[src/rtl/bcd2bin_conv_pkg.sv]
// Shared definitions for the packed-BCD to binary converter: FSM state
// encoding, digit width and a digit validity helper.
package bcd2bin_conv_pkg;

  localparam int DIGIT_W = 4;

  typedef logic [1:0] state_t;

  localparam state_t ST_IDLE  = 2'd0;
  localparam state_t ST_SHIFT = 2'd1;
  localparam state_t ST_DONE  = 2'd2;

  // True for nibbles that cannot appear in a legal BCD digit (A..F).
  function automatic logic digit_invalid(input logic [DIGIT_W-1:0] d);
    return d > 4'd9;
  endfunction

endpackage

[src/rtl/bcd_digit_adj.sv]
// Reverse double-dabble digit correction: after a right shift, a digit that
// is 8 or more has 3 subtracted (the inverse of the "add 3 if >=5" step).
module bcd_digit_adj
  import bcd2bin_conv_pkg::*;
(
  input  logic [DIGIT_W-1:0] din,
  output logic [DIGIT_W-1:0] dout
);

  assign dout = (din >= 4'd8) ? din - 4'd3 : din;

endmodule

[src/rtl/bcd2bin_conv.sv]
// Sequential packed-BCD to binary converter, one bit per cycle, valid/ready on
// both sides. Optional input digit check enabled by defining BCD_CHECK_EN.
module bcd2bin_conv
  import bcd2bin_conv_pkg::*;
#(
  parameter int DIGITS = 3,
  parameter int OUT_W  = 10
) (
  input  logic                      clk,
  input  logic                      RST,
  input  logic                      in_valid,
  output logic                      in_ready,
  input  logic [DIGIT_W*DIGITS-1:0] in_bcd,
  output logic                      out_valid,
  input  logic                      out_ready,
  output logic [OUT_W-1:0]          out_bin,
  output logic                      out_err
);

  localparam int BCD_W = DIGIT_W * DIGITS;
  localparam int CNT_W = (OUT_W > 1) ? $clog2(OUT_W) : 1;
  localparam logic [CNT_W-1:0] CNT_LAST = CNT_W'(OUT_W - 1);

  state_t           state;
  logic [BCD_W-1:0] bcd_reg;
  logic [BCD_W-1:0] bcd_shift;
  logic [BCD_W-1:0] bcd_next;
  logic [OUT_W-1:0] bin_reg;
  logic [OUT_W-1:0] bin_next;
  logic [CNT_W-1:0] cnt;

  // The bit leaving the bottom of the BCD register enters the binary
  // register from the top; after OUT_W steps the LSB has reached bit 0.
  assign bcd_shift = {1'b0, bcd_reg[BCD_W-1:1]};
  assign bin_next  = {bcd_reg[0], bin_reg[OUT_W-1:1]};

  for (genvar g = 0; g < DIGITS; g++) begin : g_adj
    bcd_digit_adj u_adj (
      .din  (bcd_shift[g*DIGIT_W +: DIGIT_W]),
      .dout (bcd_next[g*DIGIT_W +: DIGIT_W])
    );
  end

`ifdef BCD_CHECK_EN
  logic bad_digit;
  logic err_reg;

  // NOTE: assign the default before the loop so every path writes the
  // signal; otherwise synthesis infers a latch.
  always_comb begin
    bad_digit = 1'b0;
    for (int i = 0; i < DIGITS; i++)
      bad_digit = bad_digit | digit_invalid(in_bcd[i*DIGIT_W +: DIGIT_W]);
  end

  assign out_err = err_reg;
`else
  assign out_err = 1'b0;
`endif

  assign in_ready  = (state == ST_IDLE);
  assign out_valid = (state == ST_DONE);

  // NOTE: state registers use non-blocking assignments so every flop samples
  // the pre-edge values regardless of statement order.
  always_ff @(posedge clk or posedge RST) begin
    if (RST) begin
      state   <= ST_IDLE;
      bcd_reg <= '0;
      bin_reg <= '0;
      cnt     <= '0;
      out_bin <= '0;
`ifdef BCD_CHECK_EN
      err_reg <= 1'b0;
`endif
    end else begin
      case (state)
        ST_IDLE: begin
          if (in_valid) begin
            bcd_reg <= in_bcd;
            bin_reg <= '0;
            cnt     <= '0;
`ifdef BCD_CHECK_EN
            if (bad_digit) begin
              state   <= ST_DONE;
              out_bin <= '0;
              err_reg <= 1'b1;
            end else begin
              state   <= ST_SHIFT;
              err_reg <= 1'b0;
            end
`else
            state <= ST_SHIFT;
`endif
          end
        end

        ST_SHIFT: begin
          bin_reg <= bin_next;
          bcd_reg <= bcd_next;
          cnt     <= cnt + 1'b1;
          if (cnt == CNT_LAST) begin
            state   <= ST_DONE;
            out_bin <= bin_next;
          end
        end

        ST_DONE: begin
          if (out_ready)
            state <= ST_IDLE;
        end

        default: state <= ST_IDLE;
      endcase
    end
  end

endmodule

[config.mk]
export PLATFORM = sky130hd
export DESIGN_NAME = bcd2bin_conv
export DESIGN_NICKNAME = d
export VERILOG_FILES = /design/src/rtl/bcd2bin_conv_pkg.sv /design/src/rtl/bcd_digit_adj.sv /design/src/rtl/bcd2bin_conv.sv
export SDC_FILE = /design/constraint.sdc
export NUM_CORES = 1
export LEC_CHECK = 0
export ABC_AREA = 0
export BUFFER_PORTS_ARGS = -buffer_cell sky130_fd_sc_hd__buf_4
export CORE_MARGIN = 2
export CORE_UTILIZATION = 58
export CTS_BUF_LIST = sky130_fd_sc_hd__clkbuf_4
export DETAILED_ROUTE_END_ITERATION = 10
export PLACE_DENSITY = 0.81
export SYNTH_ARGS = -nofsm -noshare
export SYNTH_HDL_FRONTEND = slang
export SYNTH_HIERARCHICAL = 1
export SYNTH_SLANG_ARGS = --single-unit
[constraint.sdc]
create_clock -name clk -period 1.6 [get_ports clk]
set_input_delay 0.32 -clock clk [delete_from_list [all_inputs] [get_ports clk]]
set_output_delay 0.32 -clock clk [all_outputs]
set_load 0.005 [all_outputs]
==> results_dict.tcl <==
set metrics [dict create \
    synth_top_area_share 0.4947 \
    synth_edf_count 0 \
    rows 20 \
    drcViolationCount 0 \
    seq_area_frac_synth 0.4947 \
    yosys.cell_count.top_type "dfrtp_1" \
    startpoint_type "register" \
    drt-initial-drc-count 59 \
    fill_cells 255 \
    finalClockSkew_ns 0.007557 \
    dr.pass1.iters 4 \
    finalCritPeriodShare 0.9768 \
    num_io_pins 29 \
    grt_pass1_wl_mm 5.575 \
    yosysTopAreaCell "dfrtp_1" \
    synthArstFlopShare 1.000 \
    largest_register_ffs 12 \
    grt_start_max_net_pins 38 \
    internal-power_mw 2.551 \
    synthTopCellsByCount "dfrtp_1 (37), nand2_1 (16), mux2i_1 (12), inv_1 (11), o21ai_0 (10)" \
    leakagePower_nw 1.087 \
    synthTopCellsByArea "dfrtp_1 (49%), mux2_4 (7.2%), mux2i_1 (6.4%)" \
    hp-class "input port to async pin" \
    syn_area_mm2 0.001872 \
    pwr-share-clk 0.120 \
    p_switching_mw 1.513 \
    portBuffers 27 \
    coreArea_mm2 0.003053 \
    cp.arrival_ns 1.24 \
    routedWlPerCell_um 13.35 \
    synth.distinct_cells 31 \
    maxSlewViolCount 0 \
    globalplace.congestion 0.7125 \
    diodes 0 \
    fin_nets 222 \
    cp.required_ns 1.28 \
    dieHeight_um 60.81 \
    p_seq_frac 0.431 \
    total_power_mw 4.063 \
    post_cts_buffers 0 \
    combPwrFrac 0.448 \
    cp_max_fo 7 \
    ant_nets 0 \
    avgSynthCellArea_um2 11.55 \
    die_area_mm2 0.003698 \
    grt_pass1_vias 1240 \
    via_per_inst 5.267 \
    clock-sinks 37 \
    fin_util 0.7160 \
    crit_path_end_kind "output port" \
    synth-main-ff-cell "dfrtp_1" \
    hold_violations 0 \
    setup_viol 0 \
    grtUsageTotal 0.2155 \
    drt-total-wl_mm 3.244 \
    ir_worst_vdd_mv 0.9149 \
    grt_overflow 0 \
    antenna_found_initial 0 \
    p_sw_frac 0.3723 \
    cts_buffers 5 \
    ys_seq_elements 37 \
    cts_tree "done" \
    vias 1280 \
    root_buffer "clkbuf_4" \
    path_clk_slew_ns 0.10 \
    clock_latency_ns 0.36 \
    initial_core_util 0.6131 \
    p_per_area_mw_per_mm2 1859 \
    area_growth_pct 16.78 \
    hpwl_mm 2.321 \
    synth_cells 162 \
    yosys_warnings 6 \
    dieWidth_um 60.81 \
    max_freq_mhz 639.8 \
    fin_crit_ns 1.563 \
    maxCapViolCount 0 \
    status "complete, no violations" \
    clk_path_buf_depth 2 \
    cts_max_level 2 \
    drive_gt1_frac 0.2764 \
    critPathKind "register to output port" \
]
cells by family (layout without fill, tap and decap cells):
logic type               after synthesis  in the layout  synth area share
other                                  1              6          0.002003
AO/OA/AOI/OAI                         37             37            0.1284
XOR/XNOR                               6              6           0.02808
multiplexers                          22             22            0.1424
buffers and inverters                 20             52           0.06350
AND/OR/NAND/NOR                       31             31           0.08756
adder cells (fa/ha/maj)                8              8           0.05348
flip-flops                            37             37            0.4947
cell type report:
| class | count | area [um^2] | share of cell area |
|---|---|---|---|
| inverter | 11 | 41.29 | 0.01889 |
| sequential | 37 | 925.9 | 0.4236 |
| tap | 44 | 55.05 | 0.02519 |
| multi-input combinational | 110 | 848.3 | 0.3881 |
| clock inverter | 2 | 10.01 | 0.004579 |
| timing repair buffer | 33 | 260.3 | 0.1191 |
| clock buffer | 6 | 45.04 | 0.02061 |
power by group through the flow:
stage	Sequential, mW	Combinational [mW]	Clock (mW)
5_1_grt	1.82	2.09	0.552
3_3_place_gp	1.74	1.74	0
2_1_floorplan	1.68	1.40	0
4_1_cts	1.75	1.84	0.505
6_report	1.75	1.82	0.488
3_5_place_dp	1.77	1.83	0
what timing repair did:
item,CTS,global route
endpoints found under the setup margin,0,1
gates resized for setup,0,1
hold buffers,0,0
metrics by stage:
step	instances	cell area [um^2]	setup TNS [ns]	hold slack [ns]	setup WS (ns)
6_report	243	2186	0	0.05199	0.03712
5_1_grt	243	2186	-0.007956	0.07774	-0.007956
4_1_cts	243	2183	0	0.05873	0.03271
3_5_place_dp	235	2128	0	0.4565	0.07746
3_3_place_gp	235	2128	0	0.4529	0.1573
2_1_floorplan	167	1891	0	0.4732	0.2114
layer usage:
metal	global-route usage	part of all wire	vias to the layer above
met5	0	0	-
met1	0.2743	0.43	615
met3	0.05970	0.056	10
met4	0.1429	0.035	0
li1	-	-	620
met2	0.3210	0.48	35
critical path: stages, from the launching register on:
cell	delay [ns]
dfrtp_1	0.42
buf_4	0.17
nor2b_2	0.16
buf_4	0.13
worst paths after layout:
check                           startpoint         end  slack [ns]  cells past startpoint
worst min register to register  bin_reg[1]  out_bin[0]        0.52                      1
max in group asynchronous              RST  bcd_reg[5]        1.23                      3
worst min-delay path                   RST  out_bin[4]        0.05                      3
min in group clk                 in_bcd[4]  bcd_reg[4]        0.23                      3
worst max-delay path              state[1]   out_valid        0.04                      3
worst max register to register      cnt[1]  out_bin[9]        0.08                      4
cell usage in the layout, fill, tap and decap left out, types with 3 or more instances in the layout:
cell,count
conb_1,6
dfrtp_1,37
o21ai_0,10
clkbuf_4,6
mux2_4,9
buf_4,32
xnor2_1,3
ha_1,8
mux2i_1,12
a22o_1,9
nand2b_1,4
nor2b_1,5
a21oi_1,3
xor2_1,3
nand2_1,16
inv_1,11
o21ai_1,8
(Power assumes the default switching activity.)
